File: src/rtl/reg_writeback_queue.sv
// reg_writeback_queue: in-order writeback buffer draining one entry per cycle to the
// register file write port, with two combinational youngest-value forwarding lookups.
module reg_writeback_queue #(
    parameter int DEPTH      = 4,
    parameter int DATA_WIDTH = 64,
    parameter int ADDR_WIDTH = 5
) (
    input  logic                        CLK,
    input  logic                        RESET_N,
    input  logic                        WB_VALID,
    output logic                        WB_READY,
    input  logic [ADDR_WIDTH-1:0]       WB_REG,
    input  logic [DATA_WIDTH-1:0]       WB_DATA,
    input  logic                        DRAIN_STALL,
    output logic                        REG_WRITE_ENABLE,
    output logic [ADDR_WIDTH-1:0]       WRITE_REG,
    output logic [DATA_WIDTH-1:0]       WRITE_DATA,
    input  logic [ADDR_WIDTH-1:0]       FWD_REG_A,
    output logic                        FWD_HIT_A,
    output logic [DATA_WIDTH-1:0]       FWD_DATA_A,
    input  logic [ADDR_WIDTH-1:0]       FWD_REG_B,
    output logic                        FWD_HIT_B,
    output logic [DATA_WIDTH-1:0]       FWD_DATA_B,
    output logic [$clog2(DEPTH):0]      COUNT,
    output logic                        EMPTY
);
    localparam int PW = $clog2(DEPTH);

    logic [ADDR_WIDTH-1:0] reg_q [DEPTH];
    logic [DATA_WIDTH-1:0] data_q [DEPTH];
    logic [PW-1:0]         head_q, head_d, tail_q, tail_d;
    logic [PW:0]           count_q, count_d;
    logic                  we_q, we_d;
    logic [ADDR_WIDTH-1:0] wreg_q, wreg_d;
    logic [DATA_WIDTH-1:0] wdata_q, wdata_d;
    logic                  push, pop;

    assign WB_READY = count_q != (PW+1)'(DEPTH);
    // Writes to r0 complete the handshake but never occupy a slot.
    assign push = WB_VALID & WB_READY & |WB_REG;
    assign pop  = |count_q & ~DRAIN_STALL;

    always_comb begin
        head_d  = pop ? head_q + 1'b1 : head_q;
        tail_d  = push ? tail_q + 1'b1 : tail_q;
        count_d = count_q + (PW+1)'(push) - (PW+1)'(pop);
        we_d    = pop;
        wreg_d  = pop ? reg_q[head_q] : wreg_q;
        wdata_d = pop ? data_q[head_q] : wdata_q;
    end

    always_ff @(posedge CLK or negedge RESET_N) begin
        if (!RESET_N) begin
            head_q  <= '0;
            tail_q  <= '0;
            count_q <= '0;
            we_q    <= 1'b0;
            wreg_q  <= '0;
            wdata_q <= '0;
        end else begin
            head_q  <= head_d;
            tail_q  <= tail_d;
            count_q <= count_d;
            we_q    <= we_d;
            wreg_q  <= wreg_d;
            wdata_q <= wdata_d;
        end
    end

    always_ff @(posedge CLK) begin
        if (push) begin
            reg_q[tail_q]  <= WB_REG;
            data_q[tail_q] <= WB_DATA;
        end
    end

    // Scan oldest to youngest so later matches override; output stage is oldest of all.
    function automatic logic [DATA_WIDTH:0] lookup(input logic [ADDR_WIDTH-1:0] r);
        logic [DATA_WIDTH:0] res;
        logic [PW-1:0]       idx;
        res = (we_q && wreg_q == r) ? {1'b1, wdata_q} : '0;
        for (int i = 0; i < DEPTH; i++) begin
            idx = head_q + PW'(i);
            if ((PW+1)'(i) < count_q && reg_q[idx] == r) res = {1'b1, data_q[idx]};
        end
        return (r == '0) ? '0 : res;
    endfunction

    assign {FWD_HIT_A, FWD_DATA_A} = lookup(FWD_REG_A);
    assign {FWD_HIT_B, FWD_DATA_B} = lookup(FWD_REG_B);

    assign REG_WRITE_ENABLE = we_q;
    assign WRITE_REG        = wreg_q;
    assign WRITE_DATA       = wdata_q;
    assign COUNT            = count_q;
    assign EMPTY            = count_q == '0 && !we_q;
endmodule

File: config.mk
export PLATFORM = sky130hd
export DESIGN_NAME = reg_writeback_queue
export DESIGN_NICKNAME = d
export VERILOG_FILES = /design/src/rtl/reg_writeback_queue.sv
export SDC_FILE = /design/constraint.sdc
export NUM_CORES = 1
export LEC_CHECK = 0
export ABC_AREA = 0
export CAP_MARGIN = 20
export CORE_MARGIN = 2
export CORE_UTILIZATION = 52
export DETAILED_ROUTE_END_ITERATION = 10
export PLACE_DENSITY = 0.83
export SYNTH_ARGS = -nofsm -noshare
export SYNTH_HDL_FRONTEND = slang
export SYNTH_SLANG_ARGS = --single-unit
File: constraint.sdc
create_clock -name CLK -period 3 [get_ports CLK]
set_clock_uncertainty 0.1 [all_clocks]
set_input_delay 0.6 -clock CLK [delete_from_list [all_inputs] [get_ports CLK]]
set_output_delay 0.6 -clock CLK [all_outputs]
set_load 0.03 [all_outputs]
# Word level (Yosys, flattened, before mapping)
# Memory sizes are Yosys's and may differ from the RTL's.
# Index checks and enable logic that the tools add are counted.
[word_totals] out_inout_bits=205 ram_bits=276 input_bits=83 reg_bits=77 n_memories=2
[classes] n_eq_ne=11 reduce_logical=17 n_mux=14 n_bitwise=4 order_cmp=4 add_sub_neg=6
[memory_table] name="data_q" depth=4 width=64 read_ports=4 rd_ports_with_merged_regs=0 wr=1 line_no="30" text="logic [DATA_WIDTH-1:0] data_q [DEPTH];"
[memory_table] name="reg_q" depth=4 width=5 read_ports=4 rd_ports_with_merged_regs=0 wr=1 line_no="29" text="logic [ADDR_WIDTH-1:0] reg_q [DEPTH];"
[ops] op="65-bit two-way mux" n=12
[ops] op="5-bit equality test" n=10
[ops] op="1-bit logical AND" n=11
[ops] op="5-bit logical NOT" n=2
[ops] op="1-bit by 3-bit less-than comparator with 1-bit output (first input constant)" n=2
[ops] op="2-bit by 3-bit less-than comparator with 1-bit output (first input constant)" n=2
[ops] op="5-bit OR reduction" n=1
[ops] op="2-bit by 1-bit adder with 2-bit output (second input constant)" n=2
[ops] op="2-bit adder (second input constant)" n=2
[ops] op="3-bit by 1-bit adder with 3-bit output" n=1
[ops] op="1-bit bitwise AND" n=3
[ops] op="3-bit logical NOT" n=1
[ops] op="3-bit inequality test (second input constant)" n=1
[ops] op="3-bit OR reduction" n=1
[ops] op="3-bit by 1-bit subtractor with 3-bit output" n=1
[ops] op="1-bit two-way mux" n=2
[ops] op="1-bit logical NOT" n=1
[ops] op="1-bit inverter" n=1

# Longest topological paths before layout
[logic_depth] depth_word=8 depth_mapped=12

# Worst setup path before layout
# No wires, ideal clock.
[synth_timing] path_type="flip-flop to output port" start="register count_q[1] (netlist: COUNT[1])" end="output port FWD_DATA_A[23]" arrival_ps=3183 stages_incl_launch_ff=13 slack_ps=-883 n_path_buf=3 cell_sequence="dfrtp_1 > inv_1 > ha_1 > clkbuf_1 > clkinv_1 > o32a_1 > nand4_1 > a21oi_1 > nor2b_1 > buf_2 > clkbuf_1 > a221oi_1 > o31ai_1"
[synth_via] elab_chain_cells=7 elab_cells_between_ends=13 classes_between="order compare (4); mux (5); reduce/logical (4)"
[synth_rtl] element="start, declared" line_no="32" text="logic [PW:0] count_q, count_d;"
[synth_rtl] element="start signal, assigned" line_no="63" text="count_q <= count_d;"
[synth_rtl] element="1-bit by 3-bit less-than comparator with 1-bit output" line_no="84" text="if ((PW+1)'(i) < count_q && reg_q[idx] == r) res = {1'b1, data_q[idx]};"
[synth_rtl] element="1-bit logical AND" line_no="84"
[synth_rtl] element="65-bit two-way mux (3 in series)" line_no="84"
[synth_rtl] element="65-bit two-way mux (*)" line_no="84"
[synth_rtl] element="65-bit two-way mux (*)" line_no="86" text="return (r == '0) ? '0 : res;"
[synth_rtl] element="end, declared" line_no="20" text="output logic [DATA_WIDTH-1:0] FWD_DATA_A,"
# Every way passes the cells marked *; elsewhere a longest branch is shown, timed or not.

# Worst setup path after layout
[layout_timing] start="register head_q[0]" end="output port FWD_DATA_B[10]"
[layout_via] elab_chain_cells=8 elab_cells_between_ends=18 classes_between="add/sub (3); eq/ne (4); mux (5); reduce/logical (4); memory (2)"
[layout_rtl] element="start, declared" line_no="31" text="logic [PW-1:0] head_q, head_d, tail_q, tail_d;"
[layout_rtl] element="start signal, assigned" line_no="54" text="head_q <= '0;"
[layout_rtl] element="start signal, assigned" line_no="61" text="head_q <= head_d;"
[layout_rtl] element="2-bit by 1-bit adder with 2-bit output or memory 4 x 5 bit (tied branches)"
[layout_rtl] element="memory 4 x 5 bit or 5-bit equality test (tied branches)"
[layout_rtl] element="5-bit equality test or 1-bit logical AND (tied branches)" line_no="84"
[layout_rtl] element="1-bit logical AND or 65-bit two-way mux (tied branches)" line_no="84"
[layout_rtl] element="65-bit two-way mux (2 in series)" line_no="84"
[layout_rtl] element="65-bit two-way mux (*)" line_no="84"
[layout_rtl] element="65-bit two-way mux (*)" line_no="86"
[layout_rtl] element="end, declared" line_no="23" text="output logic [DATA_WIDTH-1:0] FWD_DATA_B,"
# Marked as above.

==> impl_metrics.ini <==
[detailed_routing]
viasPerCell = 7.24
vias = 21600
firstDrtPassIters = 6
wl_per_cell_um = 31.9
drcViolationCount = 0
drtIter0Drc = 2831
wirelength_um = 95400
ant_nets = 0

[critical_path]
reg2reg_from = COUNT[1]$_DFF_PN0_
timing.rr.end = COUNT[2]$_DFF_PN0_
worstSetupPathType = register to output pin
required_ps = 2300
path_max_fanout = 11
r2r_slack_ps = 380
critPathLaunchType = register
rr_worst_depth = 11
crit_path_end_kind = output pin
arrival_ps = 3660

[sta]
slew_headroom_pct = 27.9
setup_tns_ps = -155680
final.min_clock_period_ps = 4360
max_clock_freq_mhz = 229
hold_ws_ps = 412
worst_pin_slew_ps = 1080
finalCritPeriodShare_pct = 145
setup_viol = 130
hold_viol = 0
fin_ws_ps = -1360
rsz0062_at_grt = true
finalMaxSlewViolations = 0

[outcome]
status = finished, violations left
failed_checks = setup timing

[clock_tree]
numCtsBuffers = 40
clock_path_buffers = 3
cts.sink_count = 353
clock_latency_ps = 580
clkTransAtPathRegs_ps = 70
root_buffer = clkbuf_16
h-tree-depth = 2
cts_tree = built

[synth]
seq_area_frac_synth_pct = 43.7
synth_area_mm2 = 0.0234
syn_inst = 1898
synth_nets = 1990
synth_cell_type_count = 47
avgSynthCellArea_um2 = 12.3
yosys_warnings = 0
ys_ff_latch = 353

[grt]
antenna_found_initial = 5
grt_overflow = 0
grt_pass1_vias = 21900
grt_pass1_wl_um = 134000
track_usage_pct = 37.9
grt_max_degree = 142

[placed_design]
io_buffers = 287
dp_slack_ps = -824
gp_congestion = 0.951
dpl.hpwl_um = 52900

[floorplanning]
top_level_ports = 288
dieArea_mm2 = 0.0466
die_w_um = 216
initial_core_util_pct = 52.7
fp.dieH_um = 216
core.rowCount = 77
coreArea_mm2 = 0.0443

[power]
ir_worst_vdd_v = 0.000991
p_per_area_mw_per_mm2 = 1130
leakage_nw = 12.9

[final_layout]
layout-drive-gt1-share_pct = 46.5
area_growth_pct = 53.2
nets = 2454

[run]
maxCapViolCount = 0

[worst_hold_path]
hold_class = input pin to asynchronous set/reset pin
==> critical path: stages (launching register included) <==
cell and delay [ps]:
dfrtp_4 510, buf_6 150, buf_6 120, mux4_2 530
xor2_1 190, nor2_1 120, nand4_1 110, buf_6 150
nor2_4 120, buf_4 150, buf_12 160, buf_12 130
a221oi_4 40, o31ai_4 380, buf_6 200
==> layout by cell type (no fill, tap or decap), types with 7 or more instances in the layout <==
| master | count |
|---|---|
| a21oi_1 | 25 |
| a221oi_2 | 7 |
| a221oi_4 | 120 |
| a22oi_1 | 70 |
| a22oi_2 | 58 |
| buf_12 | 97 |
| buf_16 | 16 |
| buf_4 | 159 |
| buf_6 | 159 |
| buf_8 | 12 |
| clkbuf_1 | 10 |
| clkbuf_16 | 53 |
| clkdlybuf4s50_1 | 156 |
| clkinv_2 | 8 |
| dfrtp_1 | 73 |
| edfxtp_1 | 276 |
| ha_1 | 7 |
| inv_1 | 10 |
| mux2_2 | 32 |
| mux2i_1 | 156 |
| mux4_2 | 162 |
| nand2_1 | 255 |
| nand4_1 | 7 |
| nor2_1 | 146 |
| nor2_2 | 9 |
| o21ai_0 | 20 |
| o31ai_4 | 127 |
| or2_2 | 36 |
| xnor2_1 | 27 |
| xnor2_2 | 10 |
| xor2_1 | 17 |
==> worst max-delay path by stage <==
stage                                from        endpoint  cells after the start
finish              head_q[0]$_DFFE_PN0P_  FWD_DATA_B[10]                     14
global route        head_q[0]$_DFFE_PN0P_   FWD_DATA_A[6]                     12
CTS                 head_q[0]$_DFFE_PN0P_  FWD_DATA_B[50]                     14
detailed placement           FWD_REG_B[4]  FWD_DATA_B[27]                     11
global placement             FWD_REG_B[4]  FWD_DATA_B[32]                     11
floorplan           head_q[0]$_DFFE_PN0P_  FWD_DATA_A[23]                      9
==> cell families (layout without fill, tap and decap cells) <==
| kind of cell | count (synthesis) | after routing | share of synthesized area (%) |
|---|---|---|---|
| adders and majority gates | 9 | 9 | 0.514 |
| xor gates and xnor gates | 55 | 55 | 2.06 |
| AOI/OAI and AO/OA | 436 | 436 | 16.6 |
| buffers and inverters | 203 | 699 | 4.37 |
| muxes | 351 | 351 | 23.9 |
| DFF | 353 | 353 | 43.7 |
| other | 0 | 3 | 0 |
| and+or+nand+nor | 491 | 491 | 8.80 |
==> routing by layer <==
| layer | GRT usage, % | share of wire, % | vias up |
|---|---|---|---|
| li1 | - | - | 8516 |
| met1 | 46.0 | 33 | 10600 |
| met2 | 62.5 | 48 | 1948 |
| met3 | 8.87 | 12 | 517 |
| met4 | 21.5 | 6.9 | 4 |
| met5 | 0 | 0.028 | - |
==> registers in the layout, summed over array words and instances (netlist names) <==
register          cells
tail_q                2
WRITE_DATA           64
reg_q                20
data_q              256
head_q                2
WRITE_REG             5
REG_WRITE_ENABLE      1
COUNT                 3
==> area by class of cell <==
cell class | instances | area [um^2]
inverters | 13 | 50.0
clock inverters | 22 | 244
flip-flops and latches | 353 | 10200
multi-input cells | 1342 | 16000
clock buffers | 52 | 1080
repair buffers | 612 | 7420
fillers | 2113 | 8530
diodes | 3 | 7.51
well taps | 592 | 741
==> repair_timing <==
item,in CTS,in global routing
pin swaps,54,35
setup endpoints to repair,130,130
hold buffers,1,0
resized for setup,272,80
gates cloned,11,10
setup buffers,43,26
endpoints found under the hold margin,20,0
==> power breakdown <==
part           total [mW]  internal, mW  switching [mW]
Clock                5.14          2.98            2.16
Sequential           8.34          6.64            1.71
Combinational        26.9          11.8            15.1
==> cells in the mapped netlist (all sizes together) <==
| cell | count | share of area, % |
|---|---|---|
| a211oi | 1 | 0.086 |
| a21oi | 26 | 0.56 |
| a221oi | 128 | 6.4 |
| a22oi | 128 | 4.1 |
| a31oi | 1 | 0.027 |
| and2 | 4 | 0.11 |
| and3 | 1 | 0.027 |
| buf | 124 | 3.1 |
| clkbuf | 66 | 1.1 |
| clkinv | 1 | 0.016 |
| dfrtp | 77 | 8.2 |
| edfxtp | 276 | 35 |
| fa | 1 | 0.086 |
| ha | 8 | 0.43 |
| inv | 12 | 0.19 |
| mux2 | 32 | 1.5 |
| mux2i | 157 | 6.7 |
| mux4 | 162 | 16 |
| nand2 | 257 | 4.1 |
| nand3 | 5 | 0.11 |
| nand4 | 7 | 0.19 |
| nor2 | 160 | 2.6 |
| nor2b | 1 | 0.027 |
| nor3 | 10 | 0.31 |
| nor4 | 5 | 0.20 |
| o21a | 1 | 0.032 |
| o21ai | 22 | 0.47 |
| o31ai | 128 | 4.9 |
| o32a | 1 | 0.043 |
| or2 | 38 | 1.0 |
| or3 | 1 | 0.027 |
| or4 | 2 | 0.064 |
| xnor2 | 37 | 1.4 |
| xor2 | 18 | 0.67 |
==> stage by stage <==
| stage | util [%] | total power, mW | area (um^2) | instances |
|---|---|---|---|---|
| 4_1_cts | 79.2 | 38.5 | 35100 | 2958 |
| 2_1_floorplan | - | 24.0 | 26700 | 1898 |
| 3_5_place_dp | 71.5 | 31.4 | 31700 | 2829 |
| 6_report | 80.8 | 40.4 | 35800 | 2989 |
| 3_3_place_gp | 71.5 | 30.7 | 31700 | 2829 |
| 5_1_grt | 80.8 | 41.6 | 35800 | 2988 |
(Power assumes the default switching activity.)
